<file path="src/rtl/eth_pkt_fifo_rd_pkg.sv">
// Shared definitions for the packet-FIFO read side: FSM encoding, header
// field positions and the byte-length to word-count conversion.
package eth_pkt_fifo_rd_pkg;

    typedef enum logic [2:0] {
        IDLE,
        WAIT_LVL,
        START,
        SEND,
        WAIT_DONE,
        DROP
    } state_t;

    localparam int LEN_LSB    = 0;
    localparam int LEN_MSB    = 15;
    localparam int WORD_CNT_W = 14;

    // Words = ceil(len/4), kept to the 14-bit width of the word counter.
    function automatic logic [WORD_CNT_W-1:0] len_to_words(input logic [15:0] len);
        logic [16:0] sum;
        sum = {1'b0, len} + 17'd3;
        return sum[WORD_CNT_W+1:2];
    endfunction

endpackage

</file>
<file path="src/rtl/eth_pkt_fifo_rd.sv">
// Reads length-prefixed packets out of a word FIFO and feeds them to a UDP
// transmitter; empty or oversize packets are discarded and counted.
module eth_pkt_fifo_rd
    import eth_pkt_fifo_rd_pkg::*;
#(
    parameter int ADDR_WIDTH = 10,
    parameter int MAX_BYTES  = 1472
) (
    input  logic                  rd_clk,
    input  logic                  rd_rst,
    input  logic [31:0]           fifo_rd_data,
    input  logic                  fifo_empty,
    input  logic [ADDR_WIDTH:0]   fifo_rd_water_level,
    output logic                  fifo_rd_en,
    output logic                  tx_start_en,
    output logic [15:0]           tx_byte_num,
    input  logic                  tx_req,
    output logic [31:0]           tx_data,
    input  logic                  tx_done,
    output logic [7:0]            drop_cnt
);

    localparam logic [15:0] MAX_LEN = 16'(MAX_BYTES);

    state_t                  state;
    logic [15:0]             pkt_len;
    logic [WORD_CNT_W-1:0]   pkt_words;
    logic [WORD_CNT_W-1:0]   word_cnt;
    logic [15:0]             hdr_len;
    logic [WORD_CNT_W-1:0]   hdr_words;
    logic [WORD_CNT_W-1:0]   level_ext;
    logic                    words_left;
    logic [7:0]              drop_cnt_inc;

    assign hdr_len      = fifo_rd_data[LEN_MSB:LEN_LSB];
    assign hdr_words    = len_to_words(hdr_len);
    assign level_ext    = WORD_CNT_W'(fifo_rd_water_level);
    assign words_left   = (word_cnt != pkt_words);
    assign drop_cnt_inc = (drop_cnt == 8'hFF) ? drop_cnt : drop_cnt + 8'd1;

    // The pop strobe is combinational so the head word can be consumed on the
    // same edge that observes it; reset and an empty FIFO both veto it.
    always_comb begin
        fifo_rd_en = 1'b0;
        if (!rd_rst && !fifo_empty) begin
            case (state)
                IDLE:    fifo_rd_en = 1'b1;
                SEND:    fifo_rd_en = tx_req && words_left;
                DROP:    fifo_rd_en = words_left;
                default: fifo_rd_en = 1'b0;
            endcase
        end
    end

    always_ff @(posedge rd_clk or posedge rd_rst) begin
        if (rd_rst) begin
            state       <= IDLE;
            pkt_len     <= '0;
            pkt_words   <= '0;
            word_cnt    <= '0;
            drop_cnt    <= '0;
            tx_start_en <= 1'b0;
            tx_byte_num <= '0;
            tx_data     <= '0;
        end else begin
            tx_start_en <= 1'b0;
            case (state)
                IDLE: begin
                    if (fifo_rd_en) begin
                        pkt_len   <= hdr_len;
                        pkt_words <= hdr_words;
                        word_cnt  <= '0;
                        if (hdr_len == 16'd0) begin
                            drop_cnt <= drop_cnt_inc;
                        end else if (hdr_len > MAX_LEN) begin
                            state <= DROP;
                        end else begin
                            state <= WAIT_LVL;
                        end
                    end
                end
                // Whole payload must already be buffered so tx_req never stalls.
                WAIT_LVL: begin
                    if (level_ext >= pkt_words) begin
                        state       <= START;
                        tx_start_en <= 1'b1;
                        tx_byte_num <= pkt_len;
                    end
                end
                START: begin
                    word_cnt <= '0;
                    state    <= SEND;
                end
                SEND: begin
                    if (fifo_rd_en) begin
                        tx_data  <= fifo_rd_data;
                        word_cnt <= word_cnt + 14'd1;
                        if (word_cnt + 14'd1 == pkt_words) begin
                            state <= WAIT_DONE;
                        end
                    end
                end
                WAIT_DONE: begin
                    if (tx_done) begin
                        state <= IDLE;
                    end
                end
                // A zero word count (length wrapped the 14-bit counter) ends at once.
                DROP: begin
                    if (!words_left) begin
                        drop_cnt <= drop_cnt_inc;
                        state    <= IDLE;
                    end else if (fifo_rd_en) begin
                        word_cnt <= word_cnt + 14'd1;
                        if (word_cnt + 14'd1 == pkt_words) begin
                            drop_cnt <= drop_cnt_inc;
                            state    <= IDLE;
                        end
                    end
                end
                default: state <= IDLE;
            endcase
        end
    end

endmodule

</file>
<file path="config.mk">
export PLATFORM = sky130hd
export DESIGN_NAME = eth_pkt_fifo_rd
export DESIGN_NICKNAME = d
export VERILOG_FILES = /design/src/rtl/eth_pkt_fifo_rd_pkg.sv /design/src/rtl/eth_pkt_fifo_rd.sv
export SDC_FILE = /design/constraint.sdc
export NUM_CORES = 1
export LEC_CHECK = 0
export ABC_AREA = 1
export CAP_MARGIN = 5
export CORE_UTILIZATION = 25
export CTS_CLUSTER_SIZE = 25
export DETAILED_ROUTE_END_ITERATION = 8
export SKIP_CTS_REPAIR_TIMING = 1
export SYNTH_ARGS = -nofsm -noshare
export SYNTH_HDL_FRONTEND = slang
export SYNTH_SLANG_ARGS = --single-unit
export TNS_END_PERCENT = 5
</file>
<file path="constraint.sdc">
create_clock -name rd_clk -period 3 [get_ports rd_clk]
set_input_delay 0.3 -clock rd_clk [delete_from_list [all_inputs] [get_ports rd_clk]]
set_output_delay 0.3 -clock rd_clk [all_outputs]
set_load 0.02 [all_outputs]
</file>
; Word-level counts from Yosys, hierarchy flattened
; Cells that the tools add are included.
[totals]
ff_bits = 104
[op_classes]
n_addsub = 3
order_cmp = 2
n_eq_ne = 18
n_mux = 26
n_reduce_logical = 14
[ops]
columns = operator, n
row1 = $pmux 14 s4, 1
row2 = $mux 8, 6
row3 = $mux 14, 3
row4 = $mux 3, 10
row5 = $pmux 3 s6, 1
row6 = $add 16x2->16 const B, 1
row7 = $gt 16x11->1 const B, 1
row8 = $logic_not 16->1, 1
row9 = $ne 2x2->1 const B, 8
row10 = $pmux 8 s2, 1
row11 = $add 14x1->14 const B, 1
row12 = $eq 14x14->1, 1
row13 = $ge 11x14->1, 1
row14 = $ne 14x14->1, 1
row15 = $add 8x1->8 const B, 1
row16 = $eq 8x8->1 const B, 1
row17 = $reduce_and 8->1, 1
row18 = $eq 3x2->1 const B, 2
row19 = $eq 3x3->1 const B, 2
row20 = $ne 3x3->1 const B, 2
row21 = $reduce_and 2->1, 3
row22 = $reduce_and 5->1, 1
row23 = $reduce_bool 4->1, 1
row24 = $eq 3x1->1 const B, 1
row25 = 7 further kinds, 11

; Longest topological paths before layout
; Gate-level depths: netlist of the first run.
[logic_depth]
word_depth = 7
mapped_depth = 17
depth_no_buf = 16

; Worst setup path after synthesis of the first run
; Ideal clock, no wire load.
[synth_timing]
path_type = reg-to-reg
from = reg word_cnt[0]
to = reg state[0]
setup_ns = 0.117
arrival_time_ns = 1.901
required_ns = 2.883
slack_ns = 0.982
stages_incl_launch_ff = 13
period_less_slack_ns = 2.018
cell_sequence = dfrtp_1 -> ha_1 -> nand3_1 -> nor2_2 -> nand3_1 -> xor2_1 -> nand2_1 -> nand2_1 -> nand3_2 -> a21oi_1 -> nand3_1 -> nand2_1 -> nand2_1
[synth_via]
elab_chain_cells = 6
word_cells_on_any_way = 14
[synth_lines]
columns = item, line
row1 = start: declaration, eth_pkt_fifo_rd.sv:28  ; logic [WORD_CNT_W-1:0] word_cnt;
row2 = start signal: assignment, eth_pkt_fifo_rd.sv:97  ; word_cnt <= word_cnt + 14'd1;
row3 = start signal: assignment, eth_pkt_fifo_rd.sv:114  ; word_cnt <= word_cnt + 14'd1;
row4 = "parallel branches: the longest is 6 deep, another holds $add 14x1->14", --
row5 = end signal: assignment, eth_pkt_fifo_rd.sv:57  ; state <= IDLE;
row6 = end signal: assignment, eth_pkt_fifo_rd.sv:76  ; state <= DROP;
row7 = end signal: assignment, eth_pkt_fifo_rd.sv:78  ; state <= WAIT_LVL;
row8 = end: declaration, eth_pkt_fifo_rd.sv:25  ; state_t state;
; Several ways; the timed one is not identified.
; A chain may end at the register's enable or synchronous reset.

; Worst setup path in the final report of the first run
[layout_timing]
from = reg state[0]
to = out fifo_rd_en
[layout_via]
elab_chain_cells = 3
word_cells_on_any_way = 5
[layout_lines]
columns = item, line
row1 = $eq 3x3->1 (tied with other cells), eth_pkt_fifo_rd.sv:46  ; case (state)
row2 = $pmux 1 s3 (*), eth_pkt_fifo_rd.sv:46
row3 = $mux 1 (*), eth_pkt_fifo_rd.sv:45  ; if (!rd_rst && !fifo_empty) begin
row4 = end: declaration, eth_pkt_fifo_rd.sv:14  ; output logic fifo_rd_en,
; Mark *: on every way between the ends. The rest lies on a longest branch, timed or not.

==> reports/qor.yml, run 1 <==
run_status: "finished, final reports clean"
max-slew-margin-rel: 0.697
most_frequent_cell_after_synthesis: "nand2_1"
worst-path-max-fanout: 5
synth_ff_type: "dfrtp_1"
drt_first_iter_violations: 355
area_enclosed_by_the_die_boundary_mm2: 0.0227
grt_setup_unrepaired: "no"
synthTopCellsByArea: "dfrtp_1 (47%), nand2_1 (15%), inv_1 (6.3%)"
wl_per_cell_um: 14.0
antenna_found_initial: 0
seq_power_share: 0.350
max_clock_freq_mhz: 377
reg2reg_setup_slack_ns: 0.51
vias_in_the_first_global_route: 4893
post-place-cells: 1074
drt_pre_antenna_iters: 5
num_io_pins: 106
cp-end-kind: "primary output"
cts.reportedPaths.clkPinSlew_ns: 0.07
report.final.hold_viol_count: 0
tritoncts: "done"
syn-instance-count: 702
finish.net_count: 871
timing.final.crit_period_ns: 2.65
setup-tns-final_ns: 0
proportion_of_power_drawn_by_combinational_gates: 0.437
finalMaxSlewViolations: 0
share_of_layout_cells_above_drive_strength_1: 0.0724
grt_max_degree: 49
worst_skew_pair.late_latency_ns: 0.35
synthDominantAreaCellType: "dfrtp_1"
total_track_usage: 0.147
die_span_x_um: 151
worst_clock_skew_on_the_final_layout_ns: 0.0112
clock_power_share: 0.213
leakagePower_nw: 3.46
initial_utilization: 0.258
cts_root_buffer: "clkbuf_16"
reg2reg_depth: 12
setup_violations: 0
synth_enable_flop_cells: 0
synthesis.nets: 763
yosysSeqAreaShare: 0.472
signal_arrival_time_at_the_worst_endpoint_ns: 2.35
fin_cells: 1090
worst_flop_to_flop_path_endpoint: "state[0]$_DFFE_PP0P_"
p_switching_w: 0.00251
synthDistinctLibCells: 35
first_pass_grt_wire_length_um: 25600
max-cap-violations: 0
asyncSetResetFlopFracSynth: 1.00
via_count: 4902
insertedDiodeCount: 0
remaining_drc_errors: 0
finalCritPeriodShare: 0.884
globalRouteOverflowTotal: 0
synth_warn: 0
swShare: 0.391
timing.rr.start: "word_cnt[1]$_DFFE_PP0P_"
p_int_w: 0.00392
htree_num_levels: 3
yosysTopAreaCellShare: 0.472
cts_inserted_buffers: 9
dp_hpwl_um: 11700
clkSinkCount: 104
yosys-top-cells-count: "nand2_1 (224), dfrtp_1 (104), inv_1 (92)"
post_drt_via_cell_ratio: 4.50
synthToLayoutAreaGrowth_pct: 31.8
synth_area_mm2: 0.00552
gp_routability_congestion: 0.856
fp.coreArea_mm2: 0.0214
worstSetupStartpointType: "flop"
postSynthAreaPerCell_um2: 7.86
ys_ff_latch: 104
clk_path_buf_depth: 2
route.final.wire_length_um: 15200
hold_path_class: "input pin to asynchronous set/reset pin"
port-buffer-count: 105
pwrdens_mw_per_mm2: 884
worstMarginPinSlew_ns: 0.455
ant_nets: 0
fp.dieH_um: 151
rows: 53
cp.required_ns: 2.70
max-vdd-ir-drop_mv: 0.520
kind_of_critical_path: "flop to primary output"
[layout by cell type (no fill, tap or decap), drive strengths merged]
cell type      count
a21oi              9
a221oi             1
a22oi              1
a31oi              3
buf                9
bufinv             3
clkbuf            11
clkdlybuf4s50    105
clkinv             2
clkinvlp           1
dfrtp            104
ha                13
inv               94
mux2              16
nand2            227
nand3             50
nand3b             1
nand4             17
nor2              46
nor3               6
nor4               4
o211ai             1
o21a               2
o21ai             68
o221ai             1
o22ai              3
o31ai              2
xnor2              2
xor2              13
[power groups by stage]
| stage | Combinational, W | Clock [W] | Sequential, W |
|---|---|---|---|
| floorplan | 0.00137 | 0 | 0.00256 |
| global placement | 0.00280 | 0 | 0.00226 |
| detailed placement | 0.00282 | 0 | 0.00227 |
| CTS | 0.00284 | 0.00141 | 0.00225 |
| global route | 0.00315 | 0.00146 | 0.00232 |
| finish | 0.00281 | 0.00137 | 0.00225 |
[logic make-up after synthesis]
family,after synthesis,share of synthesized area
compound gates,91,0.0912
simple gates,351,0.271
flops,104,0.472
fa+ha+maj,13,0.0295
mux,16,0.0327
buf+inv,112,0.0796
xor+xnor,15,0.0238
[how the worst max path moves through the flow]
| stage | depth (start not counted) | start | endpoint |
|---|---|---|---|
| after detailed placement | 13 | fifo_rd_data[2] | pkt_words[11]$_DFFE_PP0P_ |
| after floorplan | 12 | word_cnt[0]$_DFFE_PP0P_ | state[0]$_DFFE_PP0P_ |
| final | 8 | state[0]$_DFFE_PP0P_ | fifo_rd_en |
| after global routing | 10 | word_cnt[5]$_DFFE_PP0P_ | fifo_rd_en |
| after global placement | 13 | fifo_rd_data[2] | pkt_words[11]$_DFFE_PP0P_ |
| after CTS | 8 | state[0]$_DFFE_PP0P_ | fifo_rd_en |
[flip-flops by register name (all words and copies together), names as in the netlist]
name and cells:
pkt_words 14, state 3, drop_cnt 8, pkt_len 16
tx_data 32, word_cnt 14, tx_start_en 1, tx_byte_num 16
[metal layers]
| metal | up-vias | track usage | share of wire |
|---|---|---|---|
| li1 | 2475 | - | - |
| met1 | 2289 | 0.204 | 0.49 |
| met2 | 126 | 0.215 | 0.42 |
| met3 | 12 | 0.0473 | 0.075 |
| met4 | 0 | 0.0429 | 0.014 |
| met5 | - | 0 | 0 |
[per-stage QoR]
| step | hold slack, ns | cell area (um^2) | util | total power, W | worst slack [ns] |
|---|---|---|---|---|---|
| floorplan | 0.434 | 5520 | - | 0.00393 | 0.982 |
| detailed placement | 0.460 | 6920 | 0.324 | 0.00509 | 0.428 |
| CTS | 0.299 | 7270 | 0.341 | 0.00650 | 0.324 |
| global placement | 0.460 | 6920 | 0.324 | 0.00506 | 0.514 |
| finish | 0.296 | 7270 | 0.341 | 0.00643 | 0.349 |
| global route | 0.331 | 7270 | 0.341 | 0.00693 | 0.170 |
[critical path: stages (launching register included)]
cell and delay [ns]:
dfrtp_1 0.42, inv_1 0.10, nand2_1 0.09, nor2_2 0.25, nor2_1 0.11, a21oi_2 0.17
nand2_1 0.08, inv_2 0.14, clkdlybuf4s50_1 0.62
[layout make-up]
| class | instances | area, um^2 |
|---|---|---|
| multi-input cells | 486 | 2470 |
| clock inverters | 5 | 104 |
| fillers | 2250 | 14100 |
| flip-flops and latches | 104 | 2600 |
| repair buffers | 114 | 1140 |
| clock buffers | 11 | 243 |
| inverters | 95 | 360 |
| well taps | 275 | 344 |
Power figures use the tool's default switching activity.
==> inputs of run 2 (changes only) <==
Settings changed: CORE_ASPECT_RATIO from default to 1.5, SETUP_SLACK_MARGIN from default to 0.1.
==> run 2 against run 1 <==
Net effect:
- die area about the same
- critical path depth unchanged
- global-route usage decreased by 0.20 points
- clock power decreased by 13%
- fmax decreased by 1.6%
- setup slack got worse by 0.042 ns
- register-to-register slack improved by 0.03 ns
- largest power group unchanged
- utilization decreased by 0.53 points
- critical endpoint unchanged
- critical path type unchanged
==> reports/qor.yml, run 2 (synthesis results as in run 1) <==
signal_arrival_time_at_the_worst_endpoint_ns: 2.39  # +0.04 ns
report.final.hold_viol_count: 0  # unchanged
rows: 66  # +25%
hold_path_class: "input pin to asynchronous set/reset pin"
finalCritPeriodShare: 0.898  # +0.0140
tritoncts: "done"
clkSinkCount: 104  # unchanged
run_status: "finished, final reports clean"
htree_num_levels: 3  # unchanged
post-place-cells: 1072  # -0.19%
fp.coreArea_mm2: 0.0216  # +1.3%
insertedDiodeCount: 0  # unchanged
initial_utilization: 0.255  # -0.00338
p_switching_w: 0.00258  # +2.6%
worst_clock_skew_on_the_final_layout_ns: 0.0107  # -0.000480 ns
num_io_pins: 106  # unchanged
fin_cells: 1088  # -0.18%
reg2reg_setup_slack_ns: 0.54  # +0.03 ns
worst-path-max-fanout: 5  # unchanged
wl_per_cell_um: 14.3  # +2.1%
cp.required_ns: 2.70  # about the same
swShare: 0.412  # +0.0212
leakagePower_nw: 3.45  # -0.29%
p_int_w: 0.00368  # -6.1%
finish.net_count: 872  # +0.11%
via_count: 4881  # -0.43%
proportion_of_power_drawn_by_combinational_gates: 0.447  # +0.010
max-slew-margin-rel: 0.647  # -0.0496
worst_skew_pair.late_latency_ns: 0.35  # about the same
setup_violations: 0  # unchanged
share_of_layout_cells_above_drive_strength_1: 0.0748  # +0.00236
finalMaxSlewViolations: 0  # unchanged
ant_nets: 0  # unchanged
drt_first_iter_violations: 274  # -23%
grt_setup_unrepaired: "no"
gp_routability_congestion: 0.843  # -1.5%
top_register_by_number_of_flip_flops: "tx_data"
cts.reportedPaths.clkPinSlew_ns: 0.08  # about the same
layout.cells.most_common: "nand2_1"
most-common-layout-cells: "nand2_1 (224), clkdlybuf4s50_1 (105), dfrtp_1 (104), inv_1 (91), o21ai_0 (64)"
cts_root_buffer: "clkbuf_16"
worstSetupStartpointType: "flop"
remaining_drc_errors: 0  # unchanged
post_drt_via_cell_ratio: 4.49  # -0.25%
max-vdd-ir-drop_mv: 0.377  # -28%
max_clock_freq_mhz: 371  # -1.6%
vias_in_the_first_global_route: 4857  # -0.74%
area_enclosed_by_the_die_boundary_mm2: 0.0227  # about the same
dp_hpwl_um: 12200  # +3.8%
synthToLayoutAreaGrowth_pct: 31.5
clk_path_buf_depth: 2  # unchanged
total_track_usage: 0.145  # -0.00197
route.final.wire_length_um: 15500  # +1.9%
timing.final.crit_period_ns: 2.69  # +0.0421 ns
final_design_area_no_fill_mm2: 0.00725  # -0.26%
kind_of_critical_path: "flop to primary output"
antenna_found_initial: 0  # unchanged
die_span_x_um: 123  # -18%
setup-tns-final_ns: 0  # unchanged
worstMarginPinSlew_ns: 0.528  # +0.0739 ns
drt_pre_antenna_iters: 4  # -1
pwrdens_mw_per_mm2: 863  # -2.4%
port-buffer-count: 105  # unchanged
pre_cts_slack_ns: 0.446  # +0.0178 ns
first_pass_grt_wire_length_um: 25100  # -2.0%
fp.dieH_um: 184  # +22%
clock_power_share: 0.191  # -0.022
postLayoutSetupSlackWorst_ns: 0.306  # -0.0421 ns
dpl_cell_area_mm2: 0.00694  # +0.23%
largest_reg_flops: 32  # unchanged
cp-end-kind: "primary output"
finalHoldWorstSlack_ns: 0.368  # +0.0719 ns
seq_power_share: 0.362  # +0.012
cts_inserted_buffers: 9  # unchanged
globalRouteOverflowTotal: 0  # unchanged
biggestRegsByFlops: "tx_data: 32 flops, pkt_len: 16 flops, tx_byte_num: 16 flops"
max-cap-violations: 0  # unchanged
grt_max_degree: 59  # +20%
run 2: cell count changes in the layout (fill, tap and decap cells not counted), sizes merged:
cell	before	now
bufinv	3	0
clkinv	2	5
inv	94	96
clkbuf	11	9
buf	9	10
run 2: critical path: stages (launching register included):
cell and delay (ns):
dfrtp_1 0.42, inv_1 0.10, nand2_1 0.09, nor2_2 0.26
nor2_1 0.11, a21oi_2 0.19, nand2_1 0.09, inv_2 0.11
clkdlybuf4s50_1 0.67
run 2: power groups by stage:
| stage | registers, W | clock network [W] | logic [W] |
|---|---|---|---|
| 6_report | 0.00226 | 0.00119 | 0.00280 |
| 5_1_grt | 0.00233 | 0.00129 | 0.00311 |
| 4_1_cts | 0.00227 | 0.00124 | 0.00283 |
| 3_5_place_dp | 0.00229 | 0 | 0.00282 |
| 3_3_place_gp | 0.00228 | 0 | 0.00279 |
| 2_1_floorplan | 0.00256 | 0 | 0.00137 |
run 2: area by class of cell:
| type | instances | area [um^2] |
|---|---|---|
| Tap cell | 272 | 340 |
| Fill cell | 2322 | 14400 |
| Clock buffer | 9 | 225 |
| Inverter | 95 | 360 |
| Clock inverter | 7 | 86.3 |
| Sequential cell | 104 | 2600 |
| Timing Repair Buffer | 115 | 1160 |
| Multi-Input combinational cell | 486 | 2470 |
run 2: metrics by stage:
| stage | total power, W | utilization |
|---|---|---|
| 6_report | 0.00626 | 0.335 |
| 5_1_grt | 0.00673 | 0.335 |
| 4_1_cts | 0.00634 | 0.335 |
| 3_5_place_dp | 0.00511 | 0.321 |
| 3_3_place_gp | 0.00507 | 0.321 |
| 2_1_floorplan | 0.00393 | - |
run 2: path summary, 6_finish.rpt:
path                                         start                    endpoint  depth (start not counted)
min reg2reg                 pkt_len[3]$_DFFE_PP0P_  tx_byte_num[3]$_DFFE_PP0P_                          2
max in group asynchronous                   rd_rst      pkt_len[6]$_DFFE_PP0P_                          4
min in group rd_clk         pkt_len[3]$_DFFE_PP0P_  tx_byte_num[3]$_DFFE_PP0P_                          2
max reg2reg                word_cnt[0]$_DFFE_PP0P_        state[0]$_DFFE_PP0P_                         12
max                           state[0]$_DFFE_PP0P_                  fifo_rd_en                          8
min                                         rd_rst     drop_cnt[1]$_DFFE_PP0P_                          2
run 2: routing by layer:
metal  up-vias  part of all wire  track usage
met4         0             0.030       0.0631
met2       101              0.52        0.251
li1       2472                 -            -
met3        23             0.039       0.0292
met1      2285              0.41        0.169
met5         -                 0            0
==> inputs of run 3 (changes only) <==
Settings changed: TNS_END_PERCENT 5 to 50.
==> results of run 3 <==
Final layout, timing and power as in run 2 (identical DEF).
